$ cat src/rtl/mem_access_pkg.sv
// Shared encodings for the load/store unit: access sizes, FSM states, data width.
package mem_access_pkg;

  localparam int unsigned DATA_W = 32;

  typedef enum logic [1:0] {
    SIZE_BYTE = 2'b00,
    SIZE_HALF = 2'b01,
    SIZE_WORD = 2'b10,
    SIZE_RSVD = 2'b11
  } size_e;

  typedef enum logic [2:0] {
    S_IDLE,
    S_RD,
    S_WAIT,
    S_WR,
    S_RESP
  } state_e;

  function automatic logic is_misaligned(input size_e size, input logic [1:0] off);
    is_misaligned = ((size == SIZE_HALF) && off[0]) ||
                    ((size == SIZE_WORD) && (off != 2'b00));
  endfunction

endpackage

$ cat src/rtl/mem_access_unit_if.sv
// Request/response channel from the datapath and word-wide data-memory bus.
interface mem_req_if
  import mem_access_pkg::*;
#(
  parameter int unsigned WORD_ADDR_W = 13
);
  logic                   req_valid;
  logic                   req_ready;
  logic                   req_we;
  logic [1:0]             req_size;
  logic                   req_unsigned;
  logic [WORD_ADDR_W+1:0] req_addr;
  logic [DATA_W-1:0]      req_wdata;
  logic                   resp_valid;
  logic [DATA_W-1:0]      resp_rdata;
  logic                   resp_err;

  modport master (
    output req_valid, req_we, req_size, req_unsigned, req_addr, req_wdata,
    input  req_ready, resp_valid, resp_rdata, resp_err
  );

  modport slave (
    input  req_valid, req_we, req_size, req_unsigned, req_addr, req_wdata,
    output req_ready, resp_valid, resp_rdata, resp_err
  );
endinterface

interface mem_bus_if
  import mem_access_pkg::*;
#(
  parameter int unsigned WORD_ADDR_W = 13
);
  logic                   mem_read;
  logic                   mem_write;
  logic [WORD_ADDR_W-1:0] mem_addr;
  logic [DATA_W-1:0]      mem_wdata;
  logic [DATA_W-1:0]      mem_rdata;

  modport master (
    output mem_read, mem_write, mem_addr, mem_wdata,
    input  mem_rdata
  );

  modport slave (
    input  mem_read, mem_write, mem_addr, mem_wdata,
    output mem_rdata
  );
endinterface

$ cat src/rtl/mem_access_unit_byte_lane_align.sv
// Little-endian lane extract/extend for loads and lane merge for sub-word stores.
module byte_lane_align
  import mem_access_pkg::*;
(
  input  size_e             size_i,
  input  logic [1:0]        off_i,
  input  logic              unsigned_i,
  input  logic [DATA_W-1:0] word_i,
  input  logic [DATA_W-1:0] wdata_i,
  output logic [DATA_W-1:0] load_o,
  output logic [DATA_W-1:0] merge_o
);

  logic [7:0]  byte_lane;
  logic [15:0] half_lane;

  // Halfword lane uses only off_i[1], so misaligned halves align down.
  always_comb begin
    byte_lane = word_i[{off_i, 3'b000} +: 8];
    half_lane = word_i[{off_i[1], 4'b0000} +: 16];
    load_o    = '0;
    merge_o   = word_i;
    case (size_i)
      SIZE_BYTE: begin
        load_o = {{24{byte_lane[7] & ~unsigned_i}}, byte_lane};
        merge_o[{off_i, 3'b000} +: 8] = wdata_i[7:0];
      end
      SIZE_HALF: begin
        load_o = {{16{half_lane[15] & ~unsigned_i}}, half_lane};
        merge_o[{off_i[1], 4'b0000} +: 16] = wdata_i[15:0];
      end
      SIZE_WORD: begin
        load_o  = word_i;
        merge_o = wdata_i;
      end
      default: ;
    endcase
  end

endmodule

$ cat src/rtl/mem_access_unit.sv
// Load/store unit with read-modify-write for sub-word stores.
// Optional macro MISALIGN_CHECK_EN turns misaligned half/word accesses into errors.
module mem_access_unit
  import mem_access_pkg::*;
#(
  parameter int unsigned WORD_ADDR_W = 13,
  parameter int unsigned READ_LAT    = 1
)(
  input  logic      clock,
  input  logic      reset,
  mem_req_if.slave  req,
  mem_bus_if.master mem
);

  localparam int unsigned CNT_W = $clog2(READ_LAT) + 1;

  state_e                 state_q, state_d;
  logic                   we_q, we_d;
  size_e                  size_q, size_d;
  logic                   uns_q, uns_d;
  logic                   err_q, err_d;
  logic [WORD_ADDR_W+1:0] addr_q, addr_d;
  logic [DATA_W-1:0]      wdata_q, wdata_d;
  logic [DATA_W-1:0]      rdata_q, rdata_d;
  logic [CNT_W-1:0]       cnt_q, cnt_d;

  size_e             req_size;
  logic              req_err;
  logic              wait_done;
  logic [DATA_W-1:0] load_word;
  logic [DATA_W-1:0] merge_word;

  assign req_size  = size_e'(req.req_size);
  assign wait_done = (cnt_q == CNT_W'(READ_LAT - 1));

`ifdef MISALIGN_CHECK_EN
  assign req_err = (req_size == SIZE_RSVD) || is_misaligned(req_size, req.req_addr[1:0]);
`else
  assign req_err = (req_size == SIZE_RSVD);
`endif

  byte_lane_align u_align (
    .size_i     (size_q),
    .off_i      (addr_q[1:0]),
    .unsigned_i (uns_q),
    .word_i     (rdata_q),
    .wdata_i    (wdata_q),
    .load_o     (load_word),
    .merge_o    (merge_word)
  );

  always_ff @(posedge clock or posedge reset) begin
    if (reset) begin
      state_q <= S_IDLE;
      we_q    <= 1'b0;
      size_q  <= SIZE_BYTE;
      uns_q   <= 1'b0;
      err_q   <= 1'b0;
      addr_q  <= '0;
      wdata_q <= '0;
      rdata_q <= '0;
      cnt_q   <= '0;
    end else begin
      state_q <= state_d;
      we_q    <= we_d;
      size_q  <= size_d;
      uns_q   <= uns_d;
      err_q   <= err_d;
      addr_q  <= addr_d;
      wdata_q <= wdata_d;
      rdata_q <= rdata_d;
      cnt_q   <= cnt_d;
    end
  end

  always_comb begin
    state_d = state_q;
    we_d    = we_q;
    size_d  = size_q;
    uns_d   = uns_q;
    err_d   = err_q;
    addr_d  = addr_q;
    wdata_d = wdata_q;
    rdata_d = rdata_q;
    cnt_d   = cnt_q;
    case (state_q)
      S_IDLE: begin
        if (req.req_valid) begin
          we_d    = req.req_we;
          size_d  = req_size;
          uns_d   = req.req_unsigned;
          err_d   = req_err;
          addr_d  = req.req_addr;
          wdata_d = req.req_wdata;
          if (req_err)                              state_d = S_RESP;
          else if (req.req_we && req_size == SIZE_WORD) state_d = S_WR;
          else                                      state_d = S_RD;
        end
      end
      S_RD: begin
        cnt_d   = '0;
        state_d = S_WAIT;
      end
      S_WAIT: begin
        if (wait_done) begin
          rdata_d = mem.mem_rdata;
          state_d = we_q ? S_WR : S_RESP;
        end else begin
          cnt_d = cnt_q + CNT_W'(1);
        end
      end
      S_WR:    state_d = S_RESP;
      S_RESP:  state_d = S_IDLE;
      default: state_d = S_IDLE;
    endcase
  end

  always_comb begin
    req.req_ready  = (state_q == S_IDLE) && !reset;
    req.resp_valid = (state_q == S_RESP);
    req.resp_err   = (state_q == S_RESP) && err_q;
    req.resp_rdata = (state_q == S_RESP && !we_q && !err_q) ? load_word : '0;
    mem.mem_read   = (state_q == S_RD);
    mem.mem_write  = (state_q == S_WR);
    mem.mem_addr   = addr_q[WORD_ADDR_W+1:2];
    mem.mem_wdata  = (state_q == S_WR) ? merge_word : '0;
  end

endmodule

$ cat src/flat_wrapper.sv
// flat-port wrapper written by rule: the top's interface ports become plain ports
module mem_access_unit_flat import mem_access_pkg::*;
#(
  parameter int unsigned WORD_ADDR_W = 13,
  parameter int unsigned READ_LAT    = 1
)
  (clock, reset, req_req_valid, req_req_we, req_req_size, req_req_unsigned, req_req_addr, req_req_wdata, req_req_ready, req_resp_valid, req_resp_rdata, req_resp_err, mem_mem_read, mem_mem_write, mem_mem_addr, mem_mem_wdata, mem_mem_rdata);
  mem_req_if #(.WORD_ADDR_W(WORD_ADDR_W)) req_i ();
  mem_bus_if #(.WORD_ADDR_W(WORD_ADDR_W)) mem_i ();
  input  logic clock;
  input  logic reset;
  input wire logic [$bits(req_i.req_valid)-1:0] req_req_valid;
  input wire logic [$bits(req_i.req_we)-1:0] req_req_we;
  input wire logic [$bits(req_i.req_size)-1:0] req_req_size;
  input wire logic [$bits(req_i.req_unsigned)-1:0] req_req_unsigned;
  input wire logic [$bits(req_i.req_addr)-1:0] req_req_addr;
  input wire logic [$bits(req_i.req_wdata)-1:0] req_req_wdata;
  output wire logic [$bits(req_i.req_ready)-1:0] req_req_ready;
  output wire logic [$bits(req_i.resp_valid)-1:0] req_resp_valid;
  output wire logic [$bits(req_i.resp_rdata)-1:0] req_resp_rdata;
  output wire logic [$bits(req_i.resp_err)-1:0] req_resp_err;
  output wire logic [$bits(mem_i.mem_read)-1:0] mem_mem_read;
  output wire logic [$bits(mem_i.mem_write)-1:0] mem_mem_write;
  output wire logic [$bits(mem_i.mem_addr)-1:0] mem_mem_addr;
  output wire logic [$bits(mem_i.mem_wdata)-1:0] mem_mem_wdata;
  input wire logic [$bits(mem_i.mem_rdata)-1:0] mem_mem_rdata;
  assign req_i.req_valid = req_req_valid;
  assign req_i.req_we = req_req_we;
  assign req_i.req_size = req_req_size;
  assign req_i.req_unsigned = req_req_unsigned;
  assign req_i.req_addr = req_req_addr;
  assign req_i.req_wdata = req_req_wdata;
  assign req_req_ready = req_i.req_ready;
  assign req_resp_valid = req_i.resp_valid;
  assign req_resp_rdata = req_i.resp_rdata;
  assign req_resp_err = req_i.resp_err;
  assign mem_mem_read = mem_i.mem_read;
  assign mem_mem_write = mem_i.mem_write;
  assign mem_mem_addr = mem_i.mem_addr;
  assign mem_mem_wdata = mem_i.mem_wdata;
  assign mem_i.mem_rdata = mem_mem_rdata;
  mem_access_unit #(.WORD_ADDR_W(WORD_ADDR_W), .READ_LAT(READ_LAT)) u_core (.clock(clock), .reset(reset), .req(req_i), .mem(mem_i));
endmodule
$ cat config.mk
export PLATFORM = sky130hd
export DESIGN_NAME = mem_access_unit_flat
export DESIGN_NICKNAME = d
export VERILOG_FILES = /design/src/rtl/mem_access_pkg.sv /design/src/rtl/mem_access_unit_if.sv /design/src/rtl/mem_access_unit_byte_lane_align.sv /design/src/rtl/mem_access_unit.sv /design/src/flat_wrapper.sv
export SDC_FILE = /design/constraint.sdc
export NUM_CORES = 1
export LEC_CHECK = 0
export ABC_AREA = 1
export CORE_AREA = 2 2 119 121
export DETAILED_ROUTE_END_ITERATION = 8
export DIE_AREA = 0 0 121 123
export PLACE_DENSITY = 0.82
export SLEW_MARGIN = 20
export SYNTH_ARGS = -nofsm -noshare
export SYNTH_HDL_FRONTEND = slang
export SYNTH_SLANG_ARGS = --single-unit
$ cat constraint.sdc
create_clock -name clock -period 3.98 [get_ports clock]
set_clock_uncertainty 0.2 [all_clocks]
set_input_delay 0.597 -clock clock [delete_from_list [all_inputs] [get_ports clock]]
set_output_delay 0.597 -clock clock [all_outputs]
set_load 0.01 [all_outputs]
# After elaboration in Yosys (flattened, before gate mapping)
# Index checks and enable logic that the tools add are counted.
[totals] reg_bits=88 latch_bits=0 ramBits=0 rom_bits=0 in_bits=86 out_inout_bits=82 wordCells=60 memories=0
[classes] add_sub_neg=3 n_mul=0 n_div=0 magnitude_cmp=0 n_eq_ne=10 shift=6 n_mux=14 bitwise_logic=4 reduce_logical=14
[ops] cell="32-bit one-hot mux with 3 select lines" count=2
[ops] cell="32-bit bitwise mux" count=2
[ops] cell="32-bit 2-to-1 mux" count=2
[ops] cell="16-bit by 7-bit variable shift with 32-bit output (first input constant)" count=1
[ops] cell="8-bit by 7-bit variable shift with 32-bit output (first input constant)" count=1
[ops] cell="16-bit by 7-bit variable part select with 32-bit output" count=1
[ops] cell="32-bit by 6-bit variable part select with 16-bit output" count=1
[ops] cell="32-bit by 6-bit variable part select with 8-bit output" count=1
[ops] cell="8-bit by 7-bit variable part select with 32-bit output" count=1
[ops] cell="5-bit negation with 7-bit output" count=2
[ops] cell="3-bit 2-to-1 mux" count=4
[ops] cell="3-bit one-hot mux with 4 select lines" count=1
[ops] cell="2-bit == test (second input constant)" count=3
[ops] cell="3-bit by 2-bit == test with 1-bit output (second input constant)" count=2
[ops] cell="2-bit AND reduction" count=3
[ops] cell="1-bit logical AND" count=5
[ops] cell="2-bit inequality test (second input constant)" count=2
[ops] cell="3-bit by 1-bit == test with 1-bit output (second input constant)" count=1
[ops] cell="3-bit == test (second input constant)" count=1
[ops] cell="1-bit zero test" count=3
[ops] cell="3-bit zero test" count=1
[ops] cell="1-bit AND" count=2
[ops] cell="2-bit by 1-bit == test with 1-bit output (second input constant)" count=1
[ops] cell="2-bit zero test" count=1
[ops] cell="other kinds (6)" count=7

# Depth between registers and ports, before layout
[logic_depth] word_depth=6 ltp_mapped=12 ltp_nobuf=10

# Hierarchy
# Synthesis repeated with hierarchy kept, for this count alone.
[unflattened] hier_cells=1107 area_unflattened_um2=6647.6
[modules_own_cells] module="mem_access_unit" instances=1 cells_each=544 area_per_inst_um2=4127.7 seq_area_each_um2=2177.1
[modules_own_cells] module="byte_lane_align" instances=1 cells_each=563 area_per_inst_um2=2519.9 seq_area_each_um2=0.0

# Worst setup path before layout
# Ideal clock, no wire load.
[synth_timing] kind="flip-flop to output port" start="register u_core.addr_q[1]" end="output port mem_mem_wdata[17]" t_arrival_ps=1886 required_time_ps=3183 slack_ps=1297 path_stages_with_launch=12 n_path_buf=1 cell_sequence="dfrtp_1 > clkinv_1 > clkbuf_1 > ha_1 > clkinv_1 > nor2_1 > nand2_1 > nand2_1 > nand3_1 > nand3_1 > nand2_1 > inv_1"
[synth_via] elab_chain_cells=5 elab_cells_between_ends=10 cone_classes="add/sub (2); shift (4); mux (4)"
[synth_lines] element="start, declared" line_no="mem_access_unit.sv:22" rtl="logic [WORD_ADDR_W+1:0] addr_q, addr_d;"
[synth_lines] element="start signal, assigned" line_no="mem_access_unit.sv:69" rtl="addr_q <= addr_d;"
[synth_lines] element="5-bit negation with 7-bit output, on equally long branches" line_no="mem_access_unit_byte_lane_align.sv:30, mem_access_unit_byte_lane_align.sv:26"
[synth_lines] element="16-bit by 7-bit variable part select with 32-bit output, or another cell as far along" line_no="mem_access_unit_byte_lane_align.sv:30" rtl="merge_o[{off_i[1], 4'b0000} +: 16] = wdata_i[15:0];"
[synth_lines] element="32-bit bitwise mux, on equally long branches" line_no="mem_access_unit_byte_lane_align.sv:30, mem_access_unit_byte_lane_align.sv:26"
[synth_lines] element="32-bit one-hot mux with 3 select lines (*)" line_no="mem_access_unit_byte_lane_align.sv:23" rtl="case (size_i)"
[synth_lines] element="32-bit 2-to-1 mux (*)" line_no="mem_access_unit.sv:126" rtl="mem.mem_wdata = (state_q == S_WR) ? merge_word : '0;"
[synth_lines] element="end, declared" line_no="flat_wrapper.sv:25" rtl="output wire logic [$bits(mem_i.mem_wdata)-1:0] mem_mem_wdata;"
# Every way passes the cells marked *; elsewhere a longest branch is shown, timed or not.

# Worst setup path after layout
[layout_timing] start="register u_core.size_q[0]" end="output port mem_mem_wdata[7]"
[layout_via] elab_chain_cells=3 elab_cells_between_ends=5 cone_classes="eq/ne (2); mux (2); reduce/logical (1)"
[layout_lines] element="start, declared" line_no="mem_access_unit.sv:19" rtl="size_e size_q, size_d;"
[layout_lines] element="start signal, assigned" line_no="mem_access_unit.sv:66" rtl="size_q <= size_d;"
[layout_lines] element="2-bit == test, or another cell as far along" line_no="mem_access_unit_byte_lane_align.sv:23"
[layout_lines] element="32-bit one-hot mux with 3 select lines (*)" line_no="mem_access_unit_byte_lane_align.sv:23"
[layout_lines] element="32-bit 2-to-1 mux (*)" line_no="mem_access_unit.sv:126"
# Marked as above.

==> impl_metrics.tcl <==
set metrics [dict create \
    avgSynthCellArea_sq_um 6.529 \
    status "finished clean" \
    pwr-share-comb 0.565 \
    cts.sinks 87 \
    leakagePower_nw 3.772 \
    crit_path_cell_trace "inv_4 > nor2_4 > nand2_1 > nand2_2 > inv_2 > nand2_4 > nand2_1 > a21oi_1 > clkdlybuf4s50_1" \
    portBuffers 167 \
    grt_max_degree 47 \
    fin_nets 1136 \
    grtUsageTotal 0.2811 \
    totalWireLength_microns 20550 \
    fin_util 0.5833 \
    fmax_mhz 273.3 \
    placed_area_sq_um 7630 \
    io_pins 168 \
    cp-start-kind "register" \
    crit_fanout 16 \
    p_sw_mw 3.116 \
    drive_above_1_share 0.07048 \
    setup_tns_ns 0 \
    clk_pin_slew_ns 0.07 \
    endpoint_kind "output pin" \
    critPathRequiredTime_ns 3.18 \
    drc 0 \
    antennaDiodeCount 0 \
    initial_core_util 0.4389 \
    cp_common_cell "nand2_1" \
    holdCritPathClass "register to register" \
    yosysTopAreaCell "dfrtp_1" \
    slowest_stage "dfrtp_1" \
    setup_viol 0 \
    r2r_cells 6 \
    dp_cells 1214 \
    grt_pass1_vias 6055 \
    synth_area_sq_um 5974 \
    synth_seq_cells 87 \
    post_cts_buffers 0 \
    drtPass1Iterations 7 \
    p_int_mw 3.012 \
    layout_common_cells "385 x nand2_1, 167 x clkdlybuf4s50_1, 100 x o21ai_0" \
    syn_inst 915 \
    r2r_start "u_core.state_q[0]" \
    cts_resized 0 \
    maxSlewHeadroom 0.4484 \
    min-delay-start "u_core.wdata_q[18]" \
    ctsHoldBuffers 0 \
    hold_depth 2 \
    die_y_microns 123 \
    cp-startpoint "u_core.size_q[0]" \
    fin_crit_sh 0.9195 \
    antenna_left 0 \
    rr_endpoint "u_core.size_q[0]" \
    cts_tree "built" \
    critPathMaxStageDelay_ns 0.74 \
    yosys.area.top_type_share 0.3644 \
    switching_share 0.5085 \
    antenna_found_initial 0 \
    gp_congestion 0.9381 \
    std_cell_rows 43 \
    drv_cap 0 \
    drt_iter0_drc 597 \
    cts_max_level 3 \
    total_power_mw 6.128 \
    pwr-share-clk 0.146 \
    rrSetupSlack_ns 1.58 \
    core_sq_um 13610 \
    post-route-cell-area_sq_um 7940 \
    slew_violations 0 \
    post_drt_via_cell_ratio 5.285 \
    seqPwrFrac 0.289 \
    wire_per_inst_microns 16.71 \
    syn_nets 1006 \
    rsz0062_at_grt "false" \
    vias 6501 \
    fin_cells 1230 \
    layout_commonest_cell "nand2_1" \
    grt_overflow 0 \
    critPathKind "register to output pin" \
    hold_violations 0 \
    synthDistinctLibCells 30 \
    irDropWorstVdd_mv 0.3516 \
    worstMarginPinSlew_ns 0.8264 \
    ys_top_cells_by_area "dfrtp_1 36%, nand2_1 24%, o21ai_0 8.4%" \
    yosysSeqAreaShare 0.3644 \
    syn_to_final_growth_pct 32.90 \
    crit_arrival_ns 2.86 \
    die_area_sq_um 14880 \
    layout_min_cycle_time_ns 3.660 \
    power_density_nw_per_um2 771.8 \
    clk_latency_ns 0.35 \
    hold_end "u_core.wdata_q[18]" \
    synth_warnings 0 \
    hpwl_microns 15210 \
    numCtsBuffers 9 \
    die_w_microns 121 \
    grt_pass1_wl_microns 32240 \
    clk_path_buf_depth 2 \
    clockRootBuffer "clkbuf_16" \
]
-- metrics by stage --
stage,worst slack (ns),hold WS (ns)
detailed placement,0.7236,0.2863
global route,0.1635,0.3190
floorplan,0.9328,0.2619
global placement,0.7501,0.2798
CTS,0.3366,0.3002
finish,0.3204,0.2966
-- final cells by class --
class                      instances  area [sq um]
clock buffer                      12         256.5
clock inverter                     4         53.80
fill                            1341          5672
inverter                          85         325.3
multi-input combinational        678          3090
sequential                        87          2177
tap                              180         225.2
timing repair buffer             184          1812
-- worst max-delay path by stage --
stage	to	slack [ns]	cells after the start
after floorplan	u_core.addr_q[0]	0.93	1
after global placement	mem_mem_wdata[19]	0.75	11
after detailed placement	mem_mem_wdata[7]	0.72	9
after CTS	mem_mem_wdata[7]	0.34	9
after global routing	mem_mem_wdata[7]	0.16	9
final	mem_mem_wdata[7]	0.32	9
-- power groups by stage --
stage | clock (mW) | sequential, mW | combinational [mW]
after floorplan | 0 | 1.56 | 2.49
after global placement | 0 | 1.75 | 3.36
after detailed placement | 0 | 1.76 | 3.39
after CTS | 0.900 | 1.75 | 3.41
after global routing | 0.939 | 1.81 | 3.85
final | 0.893 | 1.77 | 3.46
-- sequential cells by signal, summed over array words and instances, names as in the netlist --
register        count
u_core.size_q       2
u_core.addr_q      15
u_core.state_q      3
u_core.err_q        1
u_core.rdata_q     32
u_core.wdata_q     32
u_core.we_q         1
u_core.uns_q        1
-- synth_stat cells, drive strengths merged --
library cell,instances
a22oi,9
a21oi,63
nor3,4
clkbuf,14
nand4,11
buf,51
clkinv,2
ha,5
o21bai,1
nand3,41
inv,83
nand2,392
dfrtp,87
nor2,49
o21ai,103
-- layer usage --
layer | vias to the layer above | share of wire | global-route usage
met4 | 0 | 0.029 | 0.1039
met2 | 321 | 0.44 | 0.4459
li1 | 3132 | - | -
met5 | - | 0 | 0
met3 | 50 | 0.090 | 0.06734
met1 | 2998 | 0.44 | 0.3742
-- logic make-up (layout without fill, tap and decap cells) --
group	count (synthesis)	count (layout)	synth area share
AO/OA/AOI/OAI	176	176	0.1623
adder cells (fa/ha/maj)	5	5	0.01047
buffers and inverters	150	285	0.1183
flip-flops	87	87	0.3644
AND/OR/NAND/NOR	497	497	0.3445
-- critical path, delay by kind of cell, from the launching register on --
family	cells	cell delay, ns
compound gates	1	0.16
simple gates	5	0.80
buf+inv	3	0.77
flops	1	0.74
(Power assumes the default switching activity.)
